File: src/rtl/seg7_mux_counter.sv
// seg7_mux_counter
// Multi-digit hex counter with a time-multiplexed, active-low seven-segment
// driver for common-anode displays.
//
// A prescaler produces a one-cycle tick every TICK_DIV clocks. On each tick
// the counter steps up or down when run_i is high. A parallel load wins over
// the tick. A scan divider cycles through the digits, and the segments, digit
// select and decimal point are registered together.
//
// Optional feature: define SEG7_LEADING_ZERO_BLANK_EN to blank leading zero
// digits. Digit 0 is never blanked.
//
// Ports:
//   clockIn       system clock
//   n_reset       synchronous active-low reset
//   run_i         1 = count on tick, 0 = hold (prescaler keeps running)
//   up_down_i     1 = increment, 0 = decrement
//   load_i        single-cycle parallel load strobe
//   load_value_i  value loaded when load_i = 1
//   count_o       current counter value, digit 0 in bits [3:0]
//   tick_o        one-cycle pulse after prescaler terminal count
//   segment7_o    active-low segments {g,f,e,d,c,b,a}
//   dp_o          active-low decimal point (blinks on digit 0)
//   digit_en_o    active-low one-hot digit select
module seg7_mux_counter #(
  parameter int unsigned CLK_HZ     = 50000000,
  parameter int unsigned TICK_HZ    = 1,
  parameter int unsigned REFRESH_HZ = 1000,
  parameter int unsigned DIGITS     = 4
) (
  input  logic                  clockIn,
  input  logic                  n_reset,
  input  logic                  run_i,
  input  logic                  up_down_i,
  input  logic                  load_i,
  input  logic [4*DIGITS-1:0]   load_value_i,
  output logic [4*DIGITS-1:0]   count_o,
  output logic                  tick_o,
  output logic [6:0]            segment7_o,
  output logic                  dp_o,
  output logic [DIGITS-1:0]     digit_en_o
);

  localparam int unsigned CW       = 4 * DIGITS;
  localparam int unsigned TICK_DIV = CLK_HZ / TICK_HZ;
  localparam int unsigned SCAN_DIV = CLK_HZ / (REFRESH_HZ * DIGITS);
  localparam int unsigned PW       = $clog2(TICK_DIV);
  localparam int unsigned SW       = (SCAN_DIV > 1) ? $clog2(SCAN_DIV) : 1;
  localparam int unsigned IW       = (DIGITS > 1) ? $clog2(DIGITS) : 1;

  localparam logic [PW-1:0] P_TERM = PW'(TICK_DIV - 1);
  localparam logic [PW-1:0] P_HALF = PW'(TICK_DIV / 2);
  localparam logic [SW-1:0] S_TERM = SW'(SCAN_DIV - 1);
  localparam logic [IW-1:0] I_LAST = IW'(DIGITS - 1);

  // Active-low {g,f,e,d,c,b,a} pattern for one hex nibble.
  function automatic logic [6:0] seg_decode(input logic [3:0] nib);
    logic [6:0] s;
    case (nib)
      4'h0: s = 7'b1000000;
      4'h1: s = 7'b1111001;
      4'h2: s = 7'b0100100;
      4'h3: s = 7'b0110000;
      4'h4: s = 7'b0011001;
      4'h5: s = 7'b0010010;
      4'h6: s = 7'b0000010;
      4'h7: s = 7'b1111000;
      4'h8: s = 7'b0000000;
      4'h9: s = 7'b0010000;
      4'hA: s = 7'b0001000;
      4'hB: s = 7'b0000011;
      4'hC: s = 7'b1000110;
      4'hD: s = 7'b0100001;
      4'hE: s = 7'b0000110;
      default: s = 7'b0001110;
    endcase
    return s;
  endfunction

  logic [PW-1:0]     presc_q,    presc_d;
  logic [SW-1:0]     scan_div_q, scan_div_d;
  logic [IW-1:0]     scan_idx_q, scan_idx_d;
  logic [CW-1:0]     count_q,    count_d;
  logic              tick_q,     tick_d;
  logic [6:0]        seg_q,      seg_d;
  logic              dp_q,       dp_d;
  logic [DIGITS-1:0] den_q,      den_d;

  logic              presc_term_c;
  logic              scan_term_c;
  logic [3:0]        nib_c;
`ifdef SEG7_LEADING_ZERO_BLANK_EN
  logic              blank_c;
`endif

  // Next-state for prescaler, counter, scan and the registered display.
  always_comb begin
    presc_term_c = (presc_q == P_TERM);
    scan_term_c  = (scan_div_q == S_TERM);

    presc_d    = presc_term_c ? '0 : presc_q + PW'(1);
    tick_d     = presc_term_c;
    scan_div_d = scan_term_c ? '0 : scan_div_q + SW'(1);
    scan_idx_d = scan_idx_q;
    if (scan_term_c) begin
      scan_idx_d = (scan_idx_q == I_LAST) ? '0 : scan_idx_q + IW'(1);
    end

    // Load has priority over the tick; the prescaler is unaffected by load.
    count_d = count_q;
    if (load_i) begin
      count_d = load_value_i;
    end else if (presc_term_c && run_i) begin
      count_d = up_down_i ? count_q + CW'(1) : count_q - CW'(1);
    end

    nib_c = '0;
`ifdef SEG7_LEADING_ZERO_BLANK_EN
    blank_c = 1'b0;
`endif
    for (int unsigned k = 0; k < DIGITS; k++) begin
      if (scan_idx_q == IW'(k)) begin
        nib_c = count_q[4*k +: 4];
`ifdef SEG7_LEADING_ZERO_BLANK_EN
        // Blank when this nibble and everything above it is zero.
        blank_c = (k != 0) && ((count_q >> (4*k)) == '0);
`endif
      end
    end

`ifdef SEG7_LEADING_ZERO_BLANK_EN
    seg_d = blank_c ? 7'b1111111 : seg_decode(nib_c);
`else
    seg_d = seg_decode(nib_c);
`endif
    den_d = ~(DIGITS'(1) << scan_idx_q);
    dp_d  = ~((scan_idx_q == '0) && (presc_q < P_HALF));
  end

  // State and output registers, synchronous active-low reset.
  always_ff @(posedge clockIn) begin
    if (!n_reset) begin
      presc_q    <= '0;
      scan_div_q <= '0;
      scan_idx_q <= '0;
      count_q    <= '0;
      tick_q     <= 1'b0;
      seg_q      <= 7'b1000000;
      dp_q       <= 1'b1;
      den_q      <= ~DIGITS'(1);
    end else begin
      presc_q    <= presc_d;
      scan_div_q <= scan_div_d;
      scan_idx_q <= scan_idx_d;
      count_q    <= count_d;
      tick_q     <= tick_d;
      seg_q      <= seg_d;
      dp_q       <= dp_d;
      den_q      <= den_d;
    end
  end

  assign count_o    = count_q;
  assign tick_o     = tick_q;
  assign segment7_o = seg_q;
  assign dp_o       = dp_q;
  assign digit_en_o = den_q;

endmodule
File: config.mk
export PLATFORM = sky130hd
export DESIGN_NAME = seg7_mux_counter
export DESIGN_NICKNAME = d
export VERILOG_FILES = /design/src/rtl/seg7_mux_counter.sv
export SDC_FILE = /design/constraint.sdc
export NUM_CORES = 1
export LEC_CHECK = 0
export BUFFER_PORTS_ARGS = -buffer_cell sky130_fd_sc_hd__buf_4
export CORE_MARGIN = 1
export CORE_UTILIZATION = 40
export DETAILED_ROUTE_END_ITERATION = 6
export PLACE_DENSITY = 0.65
export SLEW_MARGIN = 20
export SYNTH_ARGS = -nofsm -noshare
export SYNTH_HDL_FRONTEND = slang
export SYNTH_SLANG_ARGS = --single-unit
File: constraint.sdc
create_clock -name clockIn -period 3.3 [get_ports clockIn]
set_input_delay 0.495 -clock clockIn [delete_from_list [all_inputs] [get_ports clockIn]]
set_output_delay 0.495 -clock clockIn [all_outputs]
set_load 0.01 [all_outputs]
==> results.md, run 1 <==
Clocking:
- The clock tree from TritonCTS is built.
- The clock network latency to the later pin of the worst-skew pair is roughly 350 ps.
- The maximum root-to-sink buffer count is 2.
- The H-tree was split into 3 levels.
- The number of clock buffers added by TritonCTS is 9.
- The buffers inserted during post-CTS setup optimization is 0.
- The count of hold-fix buffers inserted at cts is 0.
- The count of cells resized by post-cts repair is 0.
- The CTS clock-pin slew for the worst setup and hold paths is 80 ps.
- The tree is rooted in a sky130_fd_sc_hd__clkbuf_8.
- The total number of clock tree sinks is just over 70.

Logic synthesis:
- Of the total synthesized cell area, the portion taken by XOR and XNOR cells is 0.0918.
- The area of the mapped netlist is roughly 0.0040 sq mm.
- Sorting the synthesized cells by area gives the leading types as sky130_fd_sc_hd__dfxtp_1, sky130_fd_sc_hd__ha_1, sky130_fd_sc_hd__nand2_1.
- The area share of and/or/nand/nor cells after synthesis is 0.266.
- A synthesized cell averages 8.28 sq um.
- The cell accounting for the most synthesized area is sky130_fd_sc_hd__dfxtp_1.
- The fraction of the mapped netlist area in compound gates is 0.160.
- Of the post-synthesis cell area, the dominant cell type holds 0.355.
- Counting flops with a built-in enable in the synthesized netlist gives 0.
- Counting every net in the synthesized netlist gives 532.
- The dominant combinational cell family by area after synthesis is simple AND/OR/NAND/NOR gates.
- The number of unique standard cell types used by synthesis is 56.
- For this run, the register share of the synthesized area comes to 0.355.
- After synthesis the netlist holds a flip-flop and latch count of slightly above 70.
- The adder-cell share of the synthesized area is 0.0862.
- The async set-reset flop share out of synthesis is 0.
- The mux cell area share after synthesis is 0.00812.
- The prevailing post-synth register cell is sky130_fd_sc_hd__dfxtp_1.
- Synthesis produced around 480 cells.
- The yosys synthesis warning count is 0.

Detailed routing:
- For this block, the initial DRC count from the detailed router was 140.
- The DRC violation count after routing is 0.
- In the final routed layout, each cell accounts on average for ~13 um.
- Summing over every cut layer, the via total after detailed routing is between 3000 and 4000.
- The detail route stage leaves a number of antenna-violating nets equal to 0.
- The average vias per placed instance is approximately 5.2.
- The final wirelength is around 9000 um.
- The iteration count of the initial detailed-routing pass is 4.

Setup path:
- Along the worst path, the maximum fanout reaches 9.
- The largest single stage delay on the critical path is ~450 ps.
- STA classifies the critical path startpoint as a register.
- The category of the most critical setup path is reg2reg.
- The cell seen most often among critical-path stages is sky130_fd_sc_hd__inv_1.
- The type of destination of the critical path is a register.
- For flop-to-flop paths, the worst setup slack is around 390 ps.
- The arrival time of data at the critical path endpoint is between 3000 and 4000 ps.
- The data required time of the worst path is approximately 3600 ps.
- Among all stages on the critical path, the largest delay is contributed by sky130_fd_sc_hd__o21ai_0.
- Traced cell by cell, the critical path runs through inv_1, ha_1, nand3b_1, a21oi_1, a21oi_1, o21ai_0, inv_1, ha_1, inv_1, mux4_2, and2_1.

Global route:
- The initial antenna violation count is 0.
- The global-route wire length before repair is between 15000 and 20000 um.
- After global routing the overflow that remains totals 0.
- In the global route stage, overall resource usage came out at 0.186.
- The largest net degree at the start of global routing is 37.
- The number of global-route vias before repair is ~3300.

Die:
- During I/O placement, the number of pins put on the boundary was 50.
- The floorplan die area is ~0.010 sq mm.
- The standard-cell row count is 36.
- The die extent in x is just over 100 um.
- For this configuration, the core starts out at a cell density of 0.412.
- The core region is around 0.0097 sq mm.
- The floorplan step set the die height to 102 um.

STA:
- The final total negative setup slack is 0 ps.
- The worst relative slew slack is 0.430.
- Setup violations remaining at the end of the flow were counted as 0.
- Setup repair after global routing left no endpoint under its margin.
- Clock skew on the completed layout was measured at around 13 ps.
- The worst path in the final design needs a cycle of approximately 2900 ps, including I/O delays and setup.
- The number of hold-slack violations in the final timing report was 0.
- The total count of max-transition violations in the final report is 0.
- The period utilization is 0.881.
- The pin slew with the least headroom to its limit is 854 ps.
- The peak clock frequency supported by timing is between 300 and 400 MHz.

Run status:
- The run finished with clean final reports.

Cells and area:
- The antenna diode count is 0.
- The design area is around 0.0047 sq mm.
- In the layout the commonest cells are sky130_fd_sc_hd__dfxtp_1, sky130_fd_sc_hd__nand2_1, sky130_fd_sc_hd__buf_4.
- In the final layout, the share of cells above drive strength 1 is 0.149.
- The layout overhead on the synthesized area is 17.4%.
- After the last flow step, the layout net total stands at 580.
- The most common cell after layout, fill and taps aside is sky130_fd_sc_hd__dfxtp_1.

Job:
- The number of max-cap violations is 0.

Place:
- The weighted congestion at the end of routability-driven global placement is roughly 0.93.
- After detailed placement, the total cell area comes to about 0.0045 sq mm.
- The count of buffers added on input and output ports is approximately 50.
- The half-perimeter wire length after detailed placement is approximately 6600 um.

Power:
- The peak supply drop is 0.217 mV.
- The total power per unit cell area is between 400 and 500 mW/mm^2.
- For this design the static power due to leakage is around 2.0 nW.

Hold path:
- The type of the worst min-delay path is in2reg.
synthesized netlist by cell type (3+ instances only):
| cell type | count |
|---|---|
| sky130_fd_sc_hd__a21o_1 | 5 |
| sky130_fd_sc_hd__nor2_1 | 51 |
| sky130_fd_sc_hd__a21boi_0 | 3 |
| sky130_fd_sc_hd__and3_1 | 8 |
| sky130_fd_sc_hd__dfxtp_1 | 71 |
| sky130_fd_sc_hd__nor2b_1 | 7 |
| sky130_fd_sc_hd__inv_1 | 18 |
| sky130_fd_sc_hd__and2_1 | 11 |
| sky130_fd_sc_hd__clkbuf_1 | 14 |
| sky130_fd_sc_hd__o21ai_0 | 24 |
| sky130_fd_sc_hd__o211ai_1 | 4 |
| sky130_fd_sc_hd__nand3b_1 | 5 |
| sky130_fd_sc_hd__nand4_1 | 6 |
| sky130_fd_sc_hd__nand3_1 | 25 |
| sky130_fd_sc_hd__nor4b_1 | 3 |
| sky130_fd_sc_hd__nor3_1 | 7 |
| sky130_fd_sc_hd__a211oi_1 | 6 |
| sky130_fd_sc_hd__o211a_1 | 8 |
| sky130_fd_sc_hd__xnor2_1 | 21 |
| sky130_fd_sc_hd__or2_2 | 3 |
| sky130_fd_sc_hd__or3_1 | 8 |
| sky130_fd_sc_hd__a21oi_1 | 32 |
| sky130_fd_sc_hd__nand2b_1 | 4 |
| sky130_fd_sc_hd__xor2_1 | 21 |
| sky130_fd_sc_hd__nand2_1 | 56 |
| sky130_fd_sc_hd__ha_1 | 26 |
| sky130_fd_sc_hd__a311oi_1 | 3 |
critical path, delay by kind of cell, from the launching register on:
family	cells	cell delay [ps]
adders and majority gates	2	620
DFF	1	390
buffers and inverters	3	320
and+or+nand+nor	2	350
muxes	1	450
AOI/OAI and AO/OA	3	680
sequential cells by signal, summed over array words and instances, names as in the netlist:
| register | count |
|---|---|
| presc_q | 26 |
| count_o | 16 |
| scan_div_q | 14 |
| segment7_o | 7 |
| digit_en_o | 4 |
| scan_idx_q | 2 |
| dp_o | 1 |
| tick_o | 1 |
worst paths after layout:
kind                                    from                  endpoint  cells after the start
setup reg to reg  scan_idx_q[1]$_SDFFE_PN0P_  segment7_o[3]$_SDFF_PN0_                     11
hold / removal               load_value_i[8]   count_o[8]$_SDFFE_PN0P_                      2
hold reg to reg        presc_q[0]$_SDFF_PP0_     presc_q[0]$_SDFF_PP0_                      1
setup / recovery  scan_idx_q[1]$_SDFFE_PN0P_  segment7_o[3]$_SDFF_PN0_                     11
layer usage:
| layer | part of all wire | vias to the layer above | GRT usage | wire [um] |
|---|---|---|---|---|
| met1 | 0.49 | 1603 | 0.233 | 4350 |
| met4 | 0.014 | 0 | 0.0758 | 123 |
| met2 | 0.47 | 57 | 0.313 | 4200 |
| li1 | - | 1793 | - | - |
| met3 | 0.031 | 10 | 0.0356 | 282 |
| met5 | 0 | - | 0 | 0 |
power breakdown:
group / total (mW) / leakage [nW] / internal [mW] / switching [mW]
Sequential: 0.909 / 0.578 / 0.882 / 0.0266
Combinational: 0.280 / 1.29 / 0.132 / 0.148
Clock: 0.702 / 0.0944 / 0.365 / 0.337
logic make-up after synthesis:
| kind of cell | Yosys count |
|---|---|
| AND/OR/NAND/NOR | 209 |
| AO/OA/AOI/OAI | 99 |
| flip-flops | 71 |
| XOR/XNOR | 42 |
| buffers and inverters | 34 |
| adder cells (fa/ha/maj) | 27 |
| multiplexers | 2 |
final cells by class:
| class | instances | area, sq um |
|---|---|---|
| well taps | 133 | 166 |
| inverters | 18 | 67.6 |
| multi-input cells | 379 | 2460 |
| clock inverters | 5 | 58.8 |
| clock buffers | 10 | 138 |
| fillers | 951 | 5020 |
| repair buffers | 53 | 398 |
| flip-flops and latches | 71 | 1420 |
metrics by stage:
step           hold WS [ps]  worst slack, ps  power [mW]  cells  utilization
5_1_grt                 347             98.4        1.99    669        0.484
2_1_floorplan           426              652        1.11    484            -
4_1_cts                 342              431        1.91    669        0.484
6_report                358              393        1.89    669        0.484
3_5_place_dp            458              374        1.21    654        0.463
3_3_place_gp            443              461        1.20    654        0.463
No activity file was read; power rests on OpenSTA's default activity.
==> inputs of run 2 (changes only) <==
--- a/config.mk
+++ b/config.mk
@@ -9,6 +9,7 @@
 export CORE_MARGIN = 1
 export CORE_UTILIZATION = 40
 export DETAILED_ROUTE_END_ITERATION = 6
+export MAX_ROUTING_LAYER = met4
 export PLACE_DENSITY = 0.65
 export SLEW_MARGIN = 20
 export SYNTH_ARGS = -nofsm -noshare
==> run 2 against run 1 <==
  * Maximum frequency increased by 1.7%
  * Register-to-register slack improved by 50 ps
  * Sequential share of layout area decreased by 0.22 points
  * Highest routed layer unchanged
  * Critical endpoint unchanged
  * Largest power group unchanged
==> results.md, run 2 (synthesis results as in run 1) <==
Run status:
- The flow ran to the end, and the final reports show no timing, DRC or antenna violations.

Clocking:
- The clock tree from TritonCTS is built.
- After clock tree synthesis, the repair step resized 0 gates.
- The total number of clock tree sinks is roughly 70.
- Counting along the longest clock path gives a buffer depth of 2.
- After clock tree synthesis, the clock-pin slew on the worst setup and hold paths is around 80 ps.
- The number of hold buffers added after CTS was 0.
- The clock network latency to the later pin of the worst-skew pair is between 300 and 400 ps.
- The count of H-tree levels built during CTS is 3.
- Clock tree synthesis selected as its root buffer the cell sky130_fd_sc_hd__clkbuf_8.
- In this run, CTS created clock tree buffers numbering 9.
- The buffers inserted during post-CTS setup optimization is 0.

Die:
- The floorplan has 36 rows.
- 50 I/O pins were placed.
- The initial standard-cell utilization of the core is 0.412.
- The die is slightly above 100 um tall.
- From left edge to right edge, the die measures 102 um.
- The floorplan die area is 0.0104 sq mm.
- The core region is just under 0.01 sq mm.

Power:
- The peak supply drop is 0.260 mV.
- The static leakage power is between 1.5 and 2 nW.
- For this design the ratio of total power to cell area is 416 mW/mm^2.

Cells and area:
- The top cell types in the final layout, fill and taps aside, are sky130_fd_sc_hd__dfxtp_1, sky130_fd_sc_hd__nand2_1, sky130_fd_sc_hd__buf_4.
- The antenna diode count is 0.
- The count of cells in the finished layout, fillers not included, comes to roughly 670.
- The register with the most flip-flops in the layout has 26 of them.
- For this run, the post-layout net count is approximately 580.
- The register ranked first by flip-flop count is presc_q.
- The library cell used most frequently in the layout, excluding fill and tap cells, is sky130_fd_sc_hd__dfxtp_1.
- The share of final-layout standard cells stronger than drive strength 1 is 0.151.
- The layout overhead on the synthesized area is 18.3%.
- Measured on the finished design, the core utilization comes to 0.487.

Detailed routing:
- The starting DRC count in detailed routing is 150.
- Dividing the detail-routed wire length by the instance count gives 13.3 um.
- The final antenna-violating net count is 0.
- The routed design has 8930 um of wire.
- The pre-antenna-repair detailed-routing pass consisted of 4 iterations.
- The average vias per placed instance is between 5 and 6.
- The vias after detailed routing is about 3400.
- The DRC violation count after routing is 0.

Setup path:
- The type of destination of the critical path is a register.
- The worst register-to-register path ends at segment7_o[3]$_SDFF_PN0_.
- The worst setup path is of the reg2reg kind.
- STA puts the critical path data required time at ~3500 ps.
- The worst path buffer plus inverter count is 3.
- The cell seen most often among critical-path stages is sky130_fd_sc_hd__inv_1.
- The cell at the slowest stage of the critical path is sky130_fd_sc_hd__mux4_2.
- The arrival time of data at the critical path endpoint is about 3100 ps.
- In this run the critical register-to-register path is launched from scan_idx_q[1]$_SDFFE_PN0P_.
- Across all register-to-register paths, the minimum setup slack is 440 ps.
- Broken down by cell family, the worst path's largest delay share belongs to compound AO/OA/AOI/OAI gates.
- The top fanout value on the critical path is 9.
- Walking the worst path, the cells encountered are inv_1, ha_1, nand3b_1, a21oi_1, a21oi_1, o21ai_0, inv_1, ha_1, inv_1, mux4_2, and2_1.
- The longest individual stage delay on the worst path is around 440 ps.
- Measured in cells, the most critical reg-to-reg path has a length of 11.
- The worst setup path is launched from a register.

Global route:
- The number of global-route vias before repair is 3367.
- Summed over all layers, the global routing overflow is 0.
- The initial antenna violation count is 0.
- Entering global routing, the biggest net connects 37 pins.
- Across every metal layer, demand over resource in global routing totals 0.194.
- The global-route wire length before repair is 15300 um.

STA:
- Headroom to the max-slew limit came out at 0.654.
- The period utilization is 0.866.
- The minimum period implied by the final worst setup slack is roughly 2900 ps.
- The number of hold-slack violations in the final timing report is 0.
- The setup-violating endpoint count in the final report is 0.
- Clock skew on the completed layout was measured at between 8 and 9 ps.
- Final hold analysis gives a worst-case slack of roughly 360 ps.
- The peak clock frequency supported by timing is between 300 and 400 MHz.
- The total count of max-transition violations in the final report is 0.
- The final total negative setup slack is 0 ps.
- Setup repair after global routing left no endpoint under its margin.
- The pin slew with the least headroom to its limit is between 500 and 600 ps.

Place:
- The weighted congestion at the end of routability-driven global placement is ~0.94.
- Including well taps, the total number of placed cells is approximately 660.
- The number of port buffers is 49.
- The half-perimeter wire length after detailed placement is between 6000 and 7000 um.

Hold path:
- The type of the worst min-delay path is in2reg.
- The worst hold path terminates at count_o[8]$_SDFFE_PN0P_.
- The origin of the worst min-delay path is load_value_i[8].
- The worst hold path passes through 2 cells.

Job:
- Across the run, the number of max-cap violations was 0.
==> run 2: worst reg2reg max path, delay by kind of cell (launching register included) <==
kind | cells | cell delay [ps]
AOI/OAI and AO/OA | 3 | 650
adders and majority gates | 2 | 620
muxes | 1 | 440
DFF | 1 | 380
and+or+nand+nor | 2 | 350
buffers and inverters | 3 | 310
==> run 2: how the worst max path moves through the flow <==
stage | cells past startpoint | slack, ps | endpoint | from
floorplan | 10 | 650 | count_o[14]$_SDFFE_PN0P_ | up_down_i
global placement | 10 | 460 | count_o[14]$_SDFFE_PN0P_ | up_down_i
detailed placement | 12 | 400 | count_o[15]$_SDFFE_PN0P_ | up_down_i
CTS | 11 | 430 | segment7_o[3]$_SDFF_PN0_ | scan_idx_q[1]$_SDFFE_PN0P_
global route | 11 | 200 | segment7_o[3]$_SDFF_PN0_ | scan_idx_q[1]$_SDFFE_PN0P_
finish | 11 | 440 | segment7_o[3]$_SDFF_PN0_ | scan_idx_q[1]$_SDFFE_PN0P_
==> run 2: metal layers <==
layer	part of all wire	wire, um	track usage
met1	0.48	4260	0.231
met2	0.47	4240	0.322
met3	0.040	355	0.0479
met4	0.0085	76	0.0626
met5	0	0	-
==> run 2: final cells by class <==
class | instances | area (sq um)
clock buffers | 11 | 141
clock inverters | 5 | 81.3
fillers | 1004 | 4990
inverters | 18 | 67.6
multi-input cells | 379 | 2460
flip-flops and latches | 71 | 1420
well taps | 133 | 166
repair buffers | 54 | 405
==> run 2: power by group <==
part           total [mW]  switching, mW  leakage, nW  internal [mW]
clock network       0.784          0.337        0.110          0.447
logic               0.281          0.148         1.29          0.133
registers           0.909         0.0269        0.578          0.882
==> run 2: through the flow <==
step           total power [mW]  cell area (sq um)  setup slack (ps)
2_1_floorplan              1.11               4010               652
3_3_place_gp               1.20               4520               459
3_5_place_dp               1.21               4520               398
4_1_cts                    2.00               4740               430
5_1_grt                    2.08               4740               197
6_report                   1.97               4740               442
